===== config.mk =====
export PLATFORM = sky130hd
export DESIGN_NAME = dmem_arbiter
export DESIGN_NICKNAME = d
export VERILOG_FILES = /design/src/rtl/dmem_arbiter.sv
export SDC_FILE = /design/constraint.sdc
export NUM_CORES = 1
export LEC_CHECK = 0
export ABC_AREA = 1
export BUFFER_PORTS_ARGS = -buffer_cell sky130_fd_sc_hd__clkbuf_2
export CORE_AREA = 2 2 74 76
export DETAILED_ROUTE_END_ITERATION = 10
export DIE_AREA = 0 0 76 78
export GPL_ROUTABILITY_DRIVEN = 1
export PLACE_DENSITY = 0.69
export SETUP_SLACK_MARGIN = 0.3
export SYNTH_ARGS = -nofsm -noshare
export SYNTH_HDL_FRONTEND = slang
export SYNTH_SLANG_ARGS = --single-unit

===== constraint.sdc =====
create_clock -name clk -period 3.1 [get_ports clk]
set_input_delay 0.465 -clock clk [delete_from_list [all_inputs] [get_ports clk]]
set_output_delay 0.465 -clock clk [all_outputs]
set_load 0.03 [all_outputs]

===== src/rtl/dmem_arbiter.sv =====
// -----------------------------------------------------------------------------
// dmem_arbiter
//
// Shares the single-port, byte-addressed, big-endian data memory between the
// CPU load/store path and a host/loader port. One word access is granted per
// cycle. Simultaneous requests are resolved round-robin. The host may lock the
// memory for a bounded burst. Read data returns one cycle after the grant,
// with a registered per-port valid strobe.
//
// Optional feature macro: DMEM_ARB_CPU_PRIO_EN
//   defined     -> CPU has fixed absolute priority, host_lock ignored
//   not defined -> round-robin with bounded host lock
//
// Ports:
//   clk, reset                 rising-edge clock, synchronous active-high reset
//   cpu_req/we/addr/wdata      CPU access request (held until cpu_gnt)
//   cpu_gnt                    combinational CPU grant
//   cpu_rvalid                 registered CPU read-data valid
//   host_req/we/addr/wdata     host access request (held until host_gnt)
//   host_lock                  host burst-lock request, sampled with host_req
//   host_gnt, host_rvalid      host grant / read-data valid
//   rdata                      shared read-data bus (mem_rdata passthrough)
//   misalign                   registered pulse after a granted access with
//                              addr[1:0] != 0
//   mem_en/we/addr/wdata       memory strobe, write enable, aligned address,
//                              write data
//   mem_rdata                  memory read word, one cycle after a read strobe
// -----------------------------------------------------------------------------
module dmem_arbiter #(
  parameter int ADDR_W   = 6,
  parameter int MAX_LOCK = 4
) (
  input  logic              clk,
  input  logic              reset,
  input  logic              cpu_req,
  input  logic              cpu_we,
  input  logic [ADDR_W-1:0] cpu_addr,
  input  logic [31:0]       cpu_wdata,
  output logic              cpu_gnt,
  output logic              cpu_rvalid,
  input  logic              host_req,
  input  logic              host_we,
  input  logic [ADDR_W-1:0] host_addr,
  input  logic [31:0]       host_wdata,
  input  logic              host_lock,
  output logic              host_gnt,
  output logic              host_rvalid,
  output logic [31:0]       rdata,
  output logic              misalign,
  output logic              mem_en,
  output logic              mem_we,
  output logic [ADDR_W-1:0] mem_addr,
  output logic [31:0]       mem_wdata,
  input  logic [31:0]       mem_rdata
);

  localparam int CNT_W = $clog2(MAX_LOCK + 1);

  localparam logic S_RR      = 1'b0;
  localparam logic S_LOCK    = 1'b1;
  localparam logic LAST_CPU  = 1'b0;
  localparam logic LAST_HOST = 1'b1;

  localparam logic [CNT_W-1:0] CNT_ZERO = CNT_W'(0);
  localparam logic [CNT_W-1:0] CNT_ONE  = CNT_W'(1);
  localparam logic [CNT_W-1:0] CNT_MAX  = CNT_W'(MAX_LOCK);

  logic             state_r;
  logic             state_nx_s;
  logic             last_r;
  logic             last_nx_s;
  logic [CNT_W-1:0] lock_cnt_r;
  logic [CNT_W-1:0] lock_cnt_nx_s;
  logic             cpu_gnt_s;
  logic             host_gnt_s;
  logic             cpu_rvalid_r;
  logic             host_rvalid_r;
  logic             misalign_r;

`ifdef DMEM_ARB_CPU_PRIO_EN
  // Fixed priority: CPU always wins, the lock machinery is parked.
  always_comb begin
    cpu_gnt_s     = cpu_req;
    host_gnt_s    = host_req & ~cpu_req;
    state_nx_s    = S_RR;
    lock_cnt_nx_s = CNT_ZERO;
    if (cpu_gnt_s) begin
      last_nx_s = LAST_CPU;
    end else if (host_gnt_s) begin
      last_nx_s = LAST_HOST;
    end else begin
      last_nx_s = last_r;
    end
  end
`else
  // Round-robin arbitration with bounded host burst lock.
  always_comb begin
    cpu_gnt_s     = 1'b0;
    host_gnt_s    = 1'b0;
    state_nx_s    = state_r;
    last_nx_s     = last_r;
    lock_cnt_nx_s = lock_cnt_r;
    case (state_r)
      S_RR: begin
        // On a tie the port that did not win last time is served.
        if (cpu_req && host_req) begin
          if (last_r == LAST_CPU) begin
            host_gnt_s = 1'b1;
          end else begin
            cpu_gnt_s = 1'b1;
          end
        end else if (cpu_req) begin
          cpu_gnt_s = 1'b1;
        end else if (host_req) begin
          host_gnt_s = 1'b1;
        end else begin
          cpu_gnt_s = 1'b0;
        end

        if (cpu_gnt_s) begin
          last_nx_s     = LAST_CPU;
          state_nx_s    = S_RR;
          lock_cnt_nx_s = CNT_ZERO;
        end else if (host_gnt_s && host_lock) begin
          last_nx_s     = LAST_HOST;
          state_nx_s    = S_LOCK;
          lock_cnt_nx_s = CNT_ONE;
        end else if (host_gnt_s) begin
          last_nx_s     = LAST_HOST;
          state_nx_s    = S_RR;
          lock_cnt_nx_s = CNT_ZERO;
        end else begin
          state_nx_s    = S_RR;
          lock_cnt_nx_s = CNT_ZERO;
        end
      end
      S_LOCK: begin
        // The lock only yields to a waiting CPU once the burst budget is spent.
        if (host_req && host_lock && ((lock_cnt_r < CNT_MAX) || !cpu_req)) begin
          host_gnt_s = 1'b1;
          last_nx_s  = LAST_HOST;
          state_nx_s = S_LOCK;
          if (lock_cnt_r < CNT_MAX) begin
            lock_cnt_nx_s = lock_cnt_r + CNT_ONE;
          end else begin
            lock_cnt_nx_s = CNT_MAX;
          end
        end else if (cpu_req) begin
          cpu_gnt_s     = 1'b1;
          last_nx_s     = LAST_CPU;
          state_nx_s    = S_RR;
          lock_cnt_nx_s = CNT_ZERO;
        end else if (host_req) begin
          host_gnt_s    = 1'b1;
          last_nx_s     = LAST_HOST;
          state_nx_s    = S_RR;
          lock_cnt_nx_s = CNT_ZERO;
        end else begin
          last_nx_s     = LAST_HOST;
          state_nx_s    = S_RR;
          lock_cnt_nx_s = CNT_ZERO;
        end
      end
      default: begin
        last_nx_s     = LAST_HOST;
        state_nx_s    = S_RR;
        lock_cnt_nx_s = CNT_ZERO;
      end
    endcase
  end
`endif

  // Arbitration state; after reset the CPU wins the first tie.
  always_ff @(posedge clk) begin
    if (reset) begin
      state_r    <= S_RR;
      last_r     <= LAST_HOST;
      lock_cnt_r <= CNT_ZERO;
    end else begin
      state_r    <= state_nx_s;
      last_r     <= last_nx_s;
      lock_cnt_r <= lock_cnt_nx_s;
    end
  end

  // Read-valid and misalign strobes; reset drops any read still in flight.
  always_ff @(posedge clk) begin
    if (reset) begin
      cpu_rvalid_r  <= 1'b0;
      host_rvalid_r <= 1'b0;
      misalign_r    <= 1'b0;
    end else begin
      cpu_rvalid_r  <= cpu_gnt_s & ~cpu_we;
      host_rvalid_r <= host_gnt_s & ~host_we;
      misalign_r    <= (cpu_gnt_s & (|cpu_addr[1:0])) |
                       (host_gnt_s & (|host_addr[1:0]));
    end
  end

  // Memory-side mux from the granted port; address forced word-aligned.
  always_comb begin
    mem_we    = 1'b0;
    mem_addr  = {ADDR_W{1'b0}};
    mem_wdata = 32'h0000_0000;
    if (cpu_gnt_s) begin
      mem_we    = cpu_we;
      mem_addr  = {cpu_addr[ADDR_W-1:2], 2'b00};
      mem_wdata = cpu_wdata;
    end else if (host_gnt_s) begin
      mem_we    = host_we;
      mem_addr  = {host_addr[ADDR_W-1:2], 2'b00};
      mem_wdata = host_wdata;
    end else begin
      mem_we    = 1'b0;
    end
  end

  assign mem_en      = cpu_gnt_s | host_gnt_s;
  assign cpu_gnt     = cpu_gnt_s;
  assign host_gnt    = host_gnt_s;
  assign cpu_rvalid  = cpu_rvalid_r;
  assign host_rvalid = host_rvalid_r;
  assign misalign    = misalign_r;
  assign rdata       = mem_rdata;

endmodule


* Word level (Yosys, flattened, before mapping) *
Cells that the tools add are included.

storage, ports and cells
  bits in registers = 8
  logic and storage cells = 60
  input bits = 115

cells by class
  multiplexer cells = 34
  bitwise gates (word level) = 9
  equality and inequality tests = 1
  add/sub/neg operators = 1
  reductions and logical operators = 8
  order comparisons = 1

operators with widths
  kind                                           count
  two-way mux 32 bit                             2
  two-way mux 1 bit                              23
  two-way mux 6 bit                              2
  one-hot mux 1 bit (2 select lines)             4
  two-way mux 3 bit                              2
  one-hot mux 3 bit (2 select lines)             1
  bitwise AND 1 bit                              4
  logical AND 1 bit                              4
  inequality test 4 bit (second input constant)  1
  OR reduction 2 bit                             2
  adder 3 x 1 -> 3 bit (second input constant)   1
  < comparator 3 bit (second input constant)     1
  inverter 1 bit                                 3
  bitwise OR 1 bit                               2
  logical NOT 1 bit                              1
  logical OR 1 bit                               1

* Logic depth before layout (Yosys ltp) *
  word-level depth = 8
  depth in mapped cells = 9
  gate-level depth less buffers = 7

* Worst setup path after synthesis *
OpenSTA, ideal clock, no wires.

  kind = input to output
  from = input host_req
  to = output mem_wdata[10]
  cell stages on the path = 7
  data required time = 2.635 ns
  arrival time = 1.390 ns
  path slack = 1.245 ns
  path buffers = 1
  cell sequence = inv_1 nor2_2 nand2_2 nand3_1 buf_2 nand2_1 nand2_1

between the ends
  cells in the longest elaborated chain, start to end = 7
  elaborated cells on any way between the ends = 15

ends and longest elaborated chain
  element                               RTL line  RTL
  start: declaration                    41        input logic host_req,
  two-way mux 1 bit                     114, 153
  two-way mux 1 bit                     112, 148
  two-way mux 1 bit                     106       if (cpu_req && host_req) begin
  two-way mux 1 bit                     103       case (state_r)
  one-hot mux 1 bit (2 select lines) *  103
  via host_gnt                          46        output logic host_gnt,
  two-way mux 32 bit *                  209       end else if (host_gnt_s) begin
  two-way mux 32 bit *                  205       if (cpu_gnt_s) begin
  end: declaration                      53        output logic [31:0] mem_wdata,

The timed path passes the listed nets; every way through them passes the cells marked *. The select of a mux whose other input is x is not followed.

* Worst setup path after layout *
  from = register lock_cnt_r[2]
  to = output mem_wdata[2]

between the ends
  cells in the longest elaborated chain, start to end = 7
  elaborated cells on any way between the ends = 9

ends and longest elaborated chain
  element                             RTL line  RTL
  start: declaration                  72        logic [CNT_W-1:0] lock_cnt_r;
  start signal: assignment            182       lock_cnt_r <= lock_cnt_nx_s;
  < comparator 3 bit *                139       if (host_req && host_lock && ((lock_cnt_r < CNT_MAX) || !cpu_req)) begin
  logical OR 1 bit *                  139
  logical AND 1 bit *                 139
  two-way mux 1 bit                   139
  one-hot mux 1 bit (2 select lines)  103
  two-way mux 32 bit                  209
  two-way mux 32 bit *                205

Every way passes the cells marked *; elsewhere a longest branch is shown, timed or not.

==> results.cfg <==
[sta]
maxSlewViolCount = 0
fin_crit_sh_pct = 73.9
setup_viol = 0
fin_crit_ns = 2.29
max_freq_mhz = 437
rsz0062_at_grt = no
timing.final.hold_violations = 0
fin_skew_ns = 0.000557
relSlewSlack_pct = 58.3
timing.setup.tns_ns = 0
worstMarginPinSlew_ns = 0.625

[power]
p_per_area_nw_per_um2 = 377
total_leakage_power_uw = 0.00106
vdd_ir_drop_max_uv = 223

[setup_path]
slowest_delay_ns = 0.47
cp_num_buf_inv = 2
reg2regPathDepth = 5
end_kind = output pin
timing.rr.start = state_r
critPathMaxFanout = 38
crit_path_start_kind = register
crit_chain = nand2_1, nand3_1, nand3_2, inv_2, nand2_1, nand2_1, clkbuf_2
cp.required_ns = 2.63
reg2reg_slack_ns = 1.92
arrival_ns = 1.83
critPathTopFamily = buffers and inverters
rr_endpoint = misalign
path_class = register to output pin
cp_slowest_cell = inv_2
cpMostUsedCell = nand2_1

[global_route]
antenna_found_initial = 0
track_usage_pct = 11.6
first_global_vias = 1328
grt_remaining_overflow = 0
grt_pass1_wl_mm = 5.89
grt_max_degree = 39

[synth]
ys_seq_area_share_pct = 14.7
synth_seq_cells = 8
yosys_warnings = 0
yosysUniqueCellTypes = 20
syn_area_um2 = 1090
syn_inst = 199
post_synth.cell_area_avg_um2 = 5.47

[floorplanning]
dieArea_um2 = 5930
boundaryPins = 192
start_util_pct = 21.6
rows = 26
core_area_um2 = 5040
fp.dieW_um = 76
die_h_um = 78

[cells_and_area]
layout_commonest_cell = clkbuf_2
area_growth_pct = 42.0
fin_nets = 406
antenna_cells = 0
layout.cells.non_filler = 358
final_cell_mix = clkbuf_2, nand2_1, dfxtp_1, nor2_1
drive_gt1_share_pct = 47.9

[job]
maxCapViolCount = 0

[outcome]
status = finished clean

[cts]
clk_latency_ns = 0.23
postCtsHoldBufs = 0
clockBufferDepth = 2
clkSinkCount = 8
clock-root-buffer = clkbuf_8
cts_setup_buffers = 0
cts_resized = 0
htree_levels = 1
cts_tree = built
numCtsBuffers = 3
clkSlewWorstSetupHoldPaths_ns = 0.04

[route]
drc = 0
drt-vias-per-instance = 4.00
dr.pass1.iters = 4
ant_nets = 0
vias = 1433
drt-initial-drc-count = 35
wl_mm = 3.48
post_drt_wl_per_cell_um = 9.72

[placement]
placed_cells_incl_taps = 355
placement.io_buffers = 125
place.gp.congestion = 0.784
dp_hpwl_mm = 2.94

[worst_hold_path]
hold_start = host_we
hold-path-endpoint = host_rvalid
hp-class = input port to register
worstHoldPathCells = 2
-- power by group --
part / internal (uW) / leakage (uW) / switching (uW)
Combinational: 110 / 0.000969 / 238
Clock: 83.9 / 0.0000216 / 39.0
Sequential: 109 / 0.0000655 / 2.54
-- sequential cells by signal, summed over array words and instances, names as in the netlist --
name	flops
last_r	1
cpu_rvalid	1
misalign	1
lock_cnt_r	3
host_rvalid	1
state_r	1
-- through the flow --
| stage | hold slack, ns | util (%) | total power [uW] | cell area, um2 | setup slack [ns] |
|---|---|---|---|---|---|
| floorplan | 0.436 | - | 426 | 1090 | 1.25 |
| global placement | 0.458 | 29.8 | 461 | 1500 | 0.838 |
| detailed placement | 0.465 | 29.8 | 464 | 1500 | 0.787 |
| CTS | 0.408 | 30.6 | 593 | 1550 | 0.766 |
| global route | 0.413 | 30.6 | 627 | 1550 | 0.539 |
| finish | 0.413 | 30.6 | 582 | 1550 | 0.809 |
-- Yosys cell counts (all sizes together) --
master,instances,share of area (%)
nor3b,1,0.69
dfxtp,8,15
nor2,6,2.3
nand3,5,2.8
nand4,3,1.7
inv,5,1.7
nand2,120,42
conb,1,0.34
buf,42,29
nor3,1,0.46
or2,3,1.7
ha,1,1.1
o21ai,3,1.7
-- how the worst max path moves through the flow --
stage             startpoint            end  cells past startpoint  slack, ns
2_1_floorplan       host_req  mem_wdata[10]                      7       1.25
3_3_place_gp        host_req   mem_wdata[8]                      9       0.84
3_5_place_dp        host_req   mem_wdata[8]                      9       0.79
4_1_cts              state_r   mem_wdata[8]                      7       0.77
5_1_grt        lock_cnt_r[2]  mem_wdata[14]                      7       0.54
6_report       lock_cnt_r[2]   mem_wdata[2]                      7       0.81
-- cell type report --
| type | instances | area [um2] |
|---|---|---|
| clock buffer | 3 | 41.3 |
| fill | 571 | 3500 |
| inverter | 5 | 18.8 |
| multi-input combinational | 145 | 597 |
| sequential | 8 | 160 |
| tap | 70 | 87.6 |
| timing repair buffer | 127 | 641 |
-- layer usage --
layer,track usage [%],vias up,wire length [um]
met5,0,-,0
met1,12.5,582,1280
li1,-,743,-
met2,20.4,98,1690
met4,4.36,0,74
met3,4.77,10,430
-- cells by family (layout without fill, tap and decap cells) --
group / Yosys count / count (layout) / share of synthesized area, %
other: 1 / 2 / 0.344
and+or+nand+nor: 139 / 139 / 51.3
DFF: 8 / 8 / 14.7
buffers and inverters: 47 / 135 / 30.8
adders and majority gates: 1 / 1 / 1.15
AOI/OAI and AO/OA: 3 / 3 / 1.72
(Power assumes the default switching activity.)
